$ cat src/rtl/seg_pkg.sv
// Shared constants for the seven-segment scanner: active-low {g..a} segment
// patterns for hex digits, blank codes and the digit count.
package seg_pkg;

  localparam logic [6:0] SEG_0   = 7'h40;
  localparam logic [6:0] SEG_1   = 7'h79;
  localparam logic [6:0] SEG_2   = 7'h24;
  localparam logic [6:0] SEG_3   = 7'h30;
  localparam logic [6:0] SEG_4   = 7'h19;
  localparam logic [6:0] SEG_5   = 7'h12;
  localparam logic [6:0] SEG_6   = 7'h02;
  localparam logic [6:0] SEG_7   = 7'h78;
  localparam logic [6:0] SEG_8   = 7'h00;
  localparam logic [6:0] SEG_9   = 7'h10;
  localparam logic [6:0] SEG_A   = 7'h08;
  localparam logic [6:0] SEG_B   = 7'h03;
  localparam logic [6:0] SEG_C   = 7'h46;
  localparam logic [6:0] SEG_D   = 7'h21;
  localparam logic [6:0] SEG_E   = 7'h06;
  localparam logic [6:0] SEG_F   = 7'h0E;
  localparam logic [6:0] SEG_OFF = 7'h7F;

  localparam logic [7:0] EN_OFF     = 8'hFF;
  localparam int         NUM_DIGITS = 8;

endpackage

$ cat src/rtl/hex_to_7seg.sv
// Combinational 4-bit to active-low seven-segment ({g,f,e,d,c,b,a}) decoder.
module hex_to_7seg
  import seg_pkg::*;
(
  input  logic [3:0] nibble,
  output logic [6:0] seg
);

  always_comb begin
    seg = SEG_OFF;
    case (nibble)
      4'h0: seg = SEG_0;
      4'h1: seg = SEG_1;
      4'h2: seg = SEG_2;
      4'h3: seg = SEG_3;
      4'h4: seg = SEG_4;
      4'h5: seg = SEG_5;
      4'h6: seg = SEG_6;
      4'h7: seg = SEG_7;
      4'h8: seg = SEG_8;
      4'h9: seg = SEG_9;
      4'hA: seg = SEG_A;
      4'hB: seg = SEG_B;
      4'hC: seg = SEG_C;
      4'hD: seg = SEG_D;
      4'hE: seg = SEG_E;
      4'hF: seg = SEG_F;
      default: seg = SEG_OFF;
    endcase
  end

endmodule

$ cat src/rtl/seven_seg_scanner.sv
// Time-multiplexed 8-digit hex display driver with a double-buffered word input.
// Define SEG_LZ_BLANK_EN to blank leading zero digits (digit 0 always shown).
module seven_seg_scanner #(
  parameter int REFRESH_DIV = 100000,
  parameter int CNT_W       = 17
) (
  input  logic        clk,
  input  logic        reset,
  input  logic [31:0] value_in,
  input  logic        value_valid,
  output logic        value_ready,
  output logic [6:0]  out7,
  output logic [7:0]  en_out,
  output logic        frame_done
);
  import seg_pkg::*;

  localparam logic [CNT_W-1:0] CNT_LAST = CNT_W'(REFRESH_DIV - 1);
  localparam logic [2:0]       IDX_LAST = 3'(NUM_DIGITS - 1);

  logic [CNT_W-1:0] cnt_p0;
  logic [2:0]       idx_p0;
  logic [31:0]      display;
  logic [31:0]      pending;
  logic             pending_full;
  logic             tick;
  logic             wrap;
  logic             xfer;
  logic [3:0]       nibble;
  logic [6:0]       seg;
  logic             blank;

  assign tick        = (cnt_p0 == CNT_LAST);
  assign wrap        = tick && (idx_p0 == IDX_LAST);
  // The wrap cycle frees the pending slot, so a producer can refill it at once.
  assign value_ready = !pending_full || wrap;
  assign xfer        = value_valid && value_ready;
  assign nibble      = display[{idx_p0, 2'b00} +: 4];

  hex_to_7seg u_dec (
    .nibble (nibble),
    .seg    (seg)
  );

`ifdef SEG_LZ_BLANK_EN
  assign blank = (idx_p0 != 3'd0) && ((display >> {idx_p0, 2'b00}) == 32'd0);
`else
  assign blank = 1'b0;
`endif

  // ---- stage p0: prescaler and digit index
  always_ff @(posedge clk or negedge reset) begin
    if (!reset) begin
      cnt_p0 <= '0;
      idx_p0 <= 3'd0;
    end else if (tick) begin
      cnt_p0 <= '0;
      idx_p0 <= idx_p0 + 3'd1;
    end else begin
      cnt_p0 <= cnt_p0 + 1'b1;
    end
  end

  // Pending word is committed only at a frame boundary; a same-cycle transfer
  // refills pending after the old contents have moved to display.
  always_ff @(posedge clk or negedge reset) begin
    if (!reset) begin
      display      <= 32'd0;
      pending      <= 32'd0;
      pending_full <= 1'b0;
    end else begin
      if (wrap && pending_full)
        display <= pending;
      if (xfer) begin
        pending      <= value_in;
        pending_full <= 1'b1;
      end else if (wrap) begin
        pending_full <= 1'b0;
      end
    end
  end

  // ---- stage p1: registered pin drive, one cycle behind the index
  always_ff @(posedge clk or negedge reset) begin
    if (!reset) begin
      out7       <= SEG_OFF;
      en_out     <= EN_OFF;
      frame_done <= 1'b0;
    end else begin
      en_out     <= ~(8'b1 << idx_p0);
      out7       <= blank ? SEG_OFF : seg;
      frame_done <= wrap;
    end
  end

endmodule

$ cat config.mk
export PLATFORM = sky130hd
export DESIGN_NAME = seven_seg_scanner
export DESIGN_NICKNAME = d
export VERILOG_FILES = /design/src/rtl/seg_pkg.sv /design/src/rtl/hex_to_7seg.sv /design/src/rtl/seven_seg_scanner.sv
export SDC_FILE = /design/constraint.sdc
export NUM_CORES = 1
export LEC_CHECK = 0
export BUFFER_PORTS_ARGS = -buffer_cell sky130_fd_sc_hd__clkbuf_2
export CAP_MARGIN = 10
export CORE_MARGIN = 2
export CORE_UTILIZATION = 50
export DETAILED_ROUTE_END_ITERATION = 6
export PLACE_DENSITY_LB_ADDON = 0.15
export SLEW_MARGIN = 0
export SYNTH_ARGS = -nofsm -noshare
export SYNTH_HDL_FRONTEND = slang
export SYNTH_SLANG_ARGS = --single-unit
export TNS_END_PERCENT = 1
$ cat constraint.sdc
create_clock -name clk -period 2.8 [get_ports clk]
set_input_delay 0.28 -clock clk [delete_from_list [all_inputs] [get_ports clk]]
set_output_delay 0.28 -clock clk [all_outputs]
set_load 0.05 [all_outputs]
Yosys cells after proc, flatten, opt, wreduce, memory -nomap -nowiden:

Memory sizes are Yosys's and may differ from the RTL's. A register that Yosys moved wholly into a read port is not among the register bits.
Cells that the tools add are included.

* add/subtract/negate cells: 2
* equality and inequality tests: 2
* shift operators: 2
* mux-type cells: 3
* bitwise operators: 1
* reductions and logical operators: 7

Operators by type and width (number)
* 32-bit by 6-bit indexed part select with 4-bit output: 1
* 17-bit by 1-bit adder with 17-bit output (second input constant): 1
* 17-bit == test (second input constant): 1
* 17-bit 2-to-1 mux: 1
* 8-bit inverter: 1
* 1-bit by 3-bit left shift with 8-bit output (first input constant): 1
* 3-bit by 1-bit adder with 3-bit output (second input constant): 1
* 3-bit == test (second input constant): 1
* 1-bit logical AND: 3
* 1-bit zero test: 2
* 1-bit 2-to-1 mux: 2
* 2-bit nonzero test: 1
* 1-bit logical OR: 1

* register bits after elaboration: 94
* memory bits (read-only): 112
* input port bits: 35
* output and inout bits: 17
* word-level logic and storage cells: 25
* memories kept: 1

Memory list
* (no name shown): words 16, bits a word 7, read ports 1, clocked after memory_dff 1, write ports 0, line hex_to_7seg.sv:11 `case (nibble)`

Depth between registers and ports, before layout:

* word-level depth: 5
* mapped depth: 8
* gate-level depth less buffers: 7

By module:

Synthesis repeated with hierarchy kept, for this count alone.

* cells, all modules: 319
* area total of the unflattened synthesis: 4566.9 um2

By module, submodules not included
* seven_seg_scanner: instances 1, cells each 284, area each 4296.6 um2, sequential area each 2546.2 um2
* hex_to_7seg: instances 1, cells each 35, area each 270.3 um2, sequential area each 0.0 um2

Worst setup path before layout:

Ideal clock, no wire load.

* kind: reg-to-reg
* start point: register idx_p0[0]
* end point: register out7[0]
* setup time: 0.082 ns
* arrival: 2.111 ns
* data required time: 2.718 ns
* path slack: 0.607 ns
* cell stages (with the launch flop): 8
* path buffers: 1
* period minus slack after synthesis: 2.193 ns
* path through: dfrtp_1 > buf_4 > mux4_2 > mux2i_1 > inv_1 > ha_1 > and3_1 > a211o_1

* word-level cells in the longest chain between the ends: 1

RTL lines
* start, declared: line seven_seg_scanner.sv:22 `logic [2:0] idx_p0;`
* start signal, assigned: line seven_seg_scanner.sv:58 `idx_p0 <= idx_p0 + 3'd1;`
* 32-bit by 6-bit indexed part select with 4-bit output: line seven_seg_scanner.sv:38 `assign nibble = display[{idx_p0, 2'b00} +: 4];`
* end, declared: line seven_seg_scanner.sv:12 `output logic [6:0] out7,`

Every way passes these cells.
A chain may end at the register's enable or synchronous reset.

Worst setup path in the final report:

* start point: register idx_p0[1]
* end point: output port value_ready

* word-level cells in the longest chain between the ends: 3

RTL lines
* 3-bit == test: line seven_seg_scanner.sv:34 `assign wrap = tick && (idx_p0 == IDX_LAST);`
* 1-bit logical AND: line seven_seg_scanner.sv:34
* 1-bit logical OR: line seven_seg_scanner.sv:36 `assign value_ready = !pending_full || wrap;`
* end, declared: line seven_seg_scanner.sv:11 `output logic value_ready,`

Every way passes these cells.

==> impl_results.md <==
* Initial Utilization at 52.05%
* CP Cell Sequence: ha_1, ha_1, inv_1, nor4_1, nand2b_1, clkbuf_2
* Final period utilization at 92.99%
* Status: complete, no violations
* Path type of the worst setup path: register to output pin
* Post-DP HPWL at 5147 µm
* Achievable Freq at 384.0 MHz
* CTS tree: yes
* Synth unique cells at 43
* DR vias/cell at 5.224
* Synth warn at 0
* CTS Buffer Depth at 2
* Slowest stage delay, CP at 0.62 ns
* Largest net degree at the start of global routing at 52
* Global-route wire length before repair at 12,450 µm
* Ys async rst share at 100.0%
* Primary FF master, synth: dfrtp_1
* Fin Clk Skew at 0.01209 ns
* Die Ht at 99.74 µm
* RSZ-0062 raised after global routing: false
* Port buffer count at 51
* Gate Count Post-Synth at 305
* Fin util at 58.80%
* First-pass DRT Iterations at 4
* Worst Path Buf+Inv at 2
* DR vias at 2,492
* H-tree depth at 3
* Syn Std Cell Area at 4583 µm²
* Cell Int Power at 1844 µW
* Std-Cell Rows at 34
* Total track usage at 16.19%
* Switching power at 547.2 µW
* I/O Pins at 52
* Pwr Density at 461.8 nW/µm²
* Clock Tree Root: clkbuf_8
* Class of the worst hold path: input pin to register
* Commonest cells after routing, fill and taps aside: dfrtp_1, clkbuf_2, mux2_1
* Seq pwr share at 61.0%
* Commonest non-fill, non-tap cell in the layout: dfrtp_1
* Detailed-route DRC error count at 0
* Clock group share of total power at 36.7%
* Full die area at 9948 µm²
* Congestion Overflow GR at 0
* EDFF count, synth at 0
* Share of cells above drive strength 1 at 38.21%
* #FFs+latches synth at 101
* Clk sinks at 101
* Vias in the first global route at 2,481
* Starting DRT DRC Count at 56
* Final nets at 412
* Slew headroom at 57.90%
* Worst path arrival time at 2.32 ns
* Min cycle time layout at 2.604 ns
* Diodes inserted at 0
* Antenna violations before repair at 0
* Crit. End Element: output pin
* Syn nets at 353
* Leak at 0.002626 µW
* CP Launch Type: register
* Clock-pin slew on the worst setup and hold paths at 0.10 ns
* Hold Vio Cnt, Final at 0
* TNS Setup at 0 ns
* Post-synthesis sequential area ratio at 55.56%
* Largest delay contributor family on the critical path: flip-flops
* Final setup viols at 0
* DRT antenna net count at 0
* Sw Share at 22.89%
* Core area at 8806 µm²
* Num CTS Buffers at 9
* Worst endpoint required time at 2.52 ns
* Slew at the pin with the worst max-slew slack at 0.6315 ns
* Mapped Avg Cell Area at 15.03 µm²
* Max Cap Violations at 0
* Routed WL per cell at 15.32 µm
* GP Congestion at 0.7327
* Clock Latency Late Sink at 0.36 ns
* Crit-path max FO at 12
* Top cell by count, worst path: ha_1
* Slew Limit Fails at 0
* Peak VDD IR at 0.0002693 V
* Width of the die at 99.74 µm
* Logic pwr share at 2.3%
* Total wire length at 7306 µm
* Area Overhead vs Synth at 12.97%
* Crit-path slowest cell: dfrtp_1
[metrics by stage]
stage               hold WS [ns]  std cells  total power [µW]  setup slack, ns  cell area (µm²)
floorplan               -0.01559        305              1488           0.6071             4583
global route              0.1102        477              2487          0.05388             5177
global placement          0.3454        460              1543           0.4249             4975
detailed placement        0.3466        460              1544           0.3444             4975
finish                    0.1305        477              2391           0.1961             5177
CTS                       0.1135        477              2427          0.09620             5176
[sequential cells by signal, indices dropped and copies added (netlist names)]
signal	flops
pending_full	1
en_out	8
display	32
pending	32
frame_done	1
cnt_p0	17
out7	7
idx_p0	3
[worst reg2reg max path, stage by stage, from the launching register on]
cell	delay, ns
dfrtp_2	0.54
buf_4	0.19
mux4_2	0.53
mux2i_4	0.44
mux2_2	0.40
o21ai_1	0.12
[Yosys cell counts (3+ instances only)]
cell | number | area (µm²)
dfrtp_1 | 86 | 2152
mux2_1 | 34 | 382.9
mux2_4 | 30 | 450.4
dfstp_2 | 15 | 394.1
nand2_1 | 14 | 52.55
ha_1 | 13 | 162.7
inv_1 | 10 | 37.54
nor2_1 | 10 | 37.54
mux2i_1 | 8 | 80.08
mux4_2 | 8 | 180.2
xor2_1 | 8 | 70.07
xnor2_1 | 7 | 61.31
buf_4 | 6 | 45.04
nand3_1 | 6 | 30.03
nand4_1 | 5 | 31.28
buf_6 | 4 | 45.04
mux2_2 | 4 | 45.04
and3_1 | 3 | 18.77
o31ai_1 | 3 | 22.52
[path summary, 6_finish.rpt]
check                                           start                 endpoint  slack [ns]  depth (start not counted)
worst max-delay path            idx_p0[1]$_DFFE_PN0N_              value_ready        0.20                          6
worst min-delay path                     value_in[31]  pending[31]$_DFFE_PN0P_        0.13                          2
worst max register to register  idx_p0[0]$_DFFE_PN0N_        out7[4]$_DFF_PN1_        0.53                          5
worst min register to register    cnt_p0[0]$_DFF_PN0_      cnt_p0[0]$_DFF_PN0_        0.48                          1
max in group asynchronous                       reset        out7[3]$_DFF_PN1_        1.59                          3
min in group asynchronous                       reset      cnt_p0[5]$_DFF_PN0_        0.47                          2
[layout make-up]
type / count / area [µm²]
Multi-Input combinational cell: 181 / 1897
Inverter: 11 / 41.29
Clock buffer: 10 / 137.6
Clock inverter: 6 / 53.80
Tap cell: 108 / 135.1
Fill cell: 739 / 3628
Timing Repair Buffer: 60 / 365.4
Sequential cell: 101 / 2547
[logic make-up (layout without fill, tap and decap cells)]
family / Yosys count / after routing / synth area share, %
muxes: 86 / 86 / 25.83
DFF: 101 / 101 / 55.56
adders and majority gates: 13 / 13 / 3.549
and+or+nand+nor: 55 / 55 / 6.880
xor gates and xnor gates: 15 / 15 / 2.867
AOI/OAI and AO/OA: 12 / 12 / 2.266
buffers and inverters: 23 / 87 / 3.057
[metal layers]
| layer | track usage (%) | up-vias | routed length [µm] |
|---|---|---|---|
| li1 | - | 1197 | - |
| met1 | 22.48 | 1239 | 3571 |
| met2 | 24.79 | 47 | 3372 |
| met3 | 4.146 | 9 | 263 |
| met4 | 6.006 | 0 | 99 |
| met5 | 0 | - | 0 |
[power groups by stage]
| stage | logic [µW] | clock network [µW] | registers [µW] |
|---|---|---|---|
| 3_3_place_gp | 56.5 | 0 | 1490 |
| 4_1_cts | 59.2 | 909 | 1460 |
| 5_1_grt | 65.9 | 962 | 1460 |
| 6_report | 55.7 | 876 | 1460 |
| 3_5_place_dp | 58.0 | 0 | 1490 |
| 2_1_floorplan | 1.27 | 0 | 1490 |
[timing repair]
item,4_1_cts,5_1_grt
hold buffers,1,0
setup buffers,0,0
setup endpoints to repair,0,1
gates resized for setup,0,1
hold endpoints to repair,50,0
(Power assumes the default switching activity.)
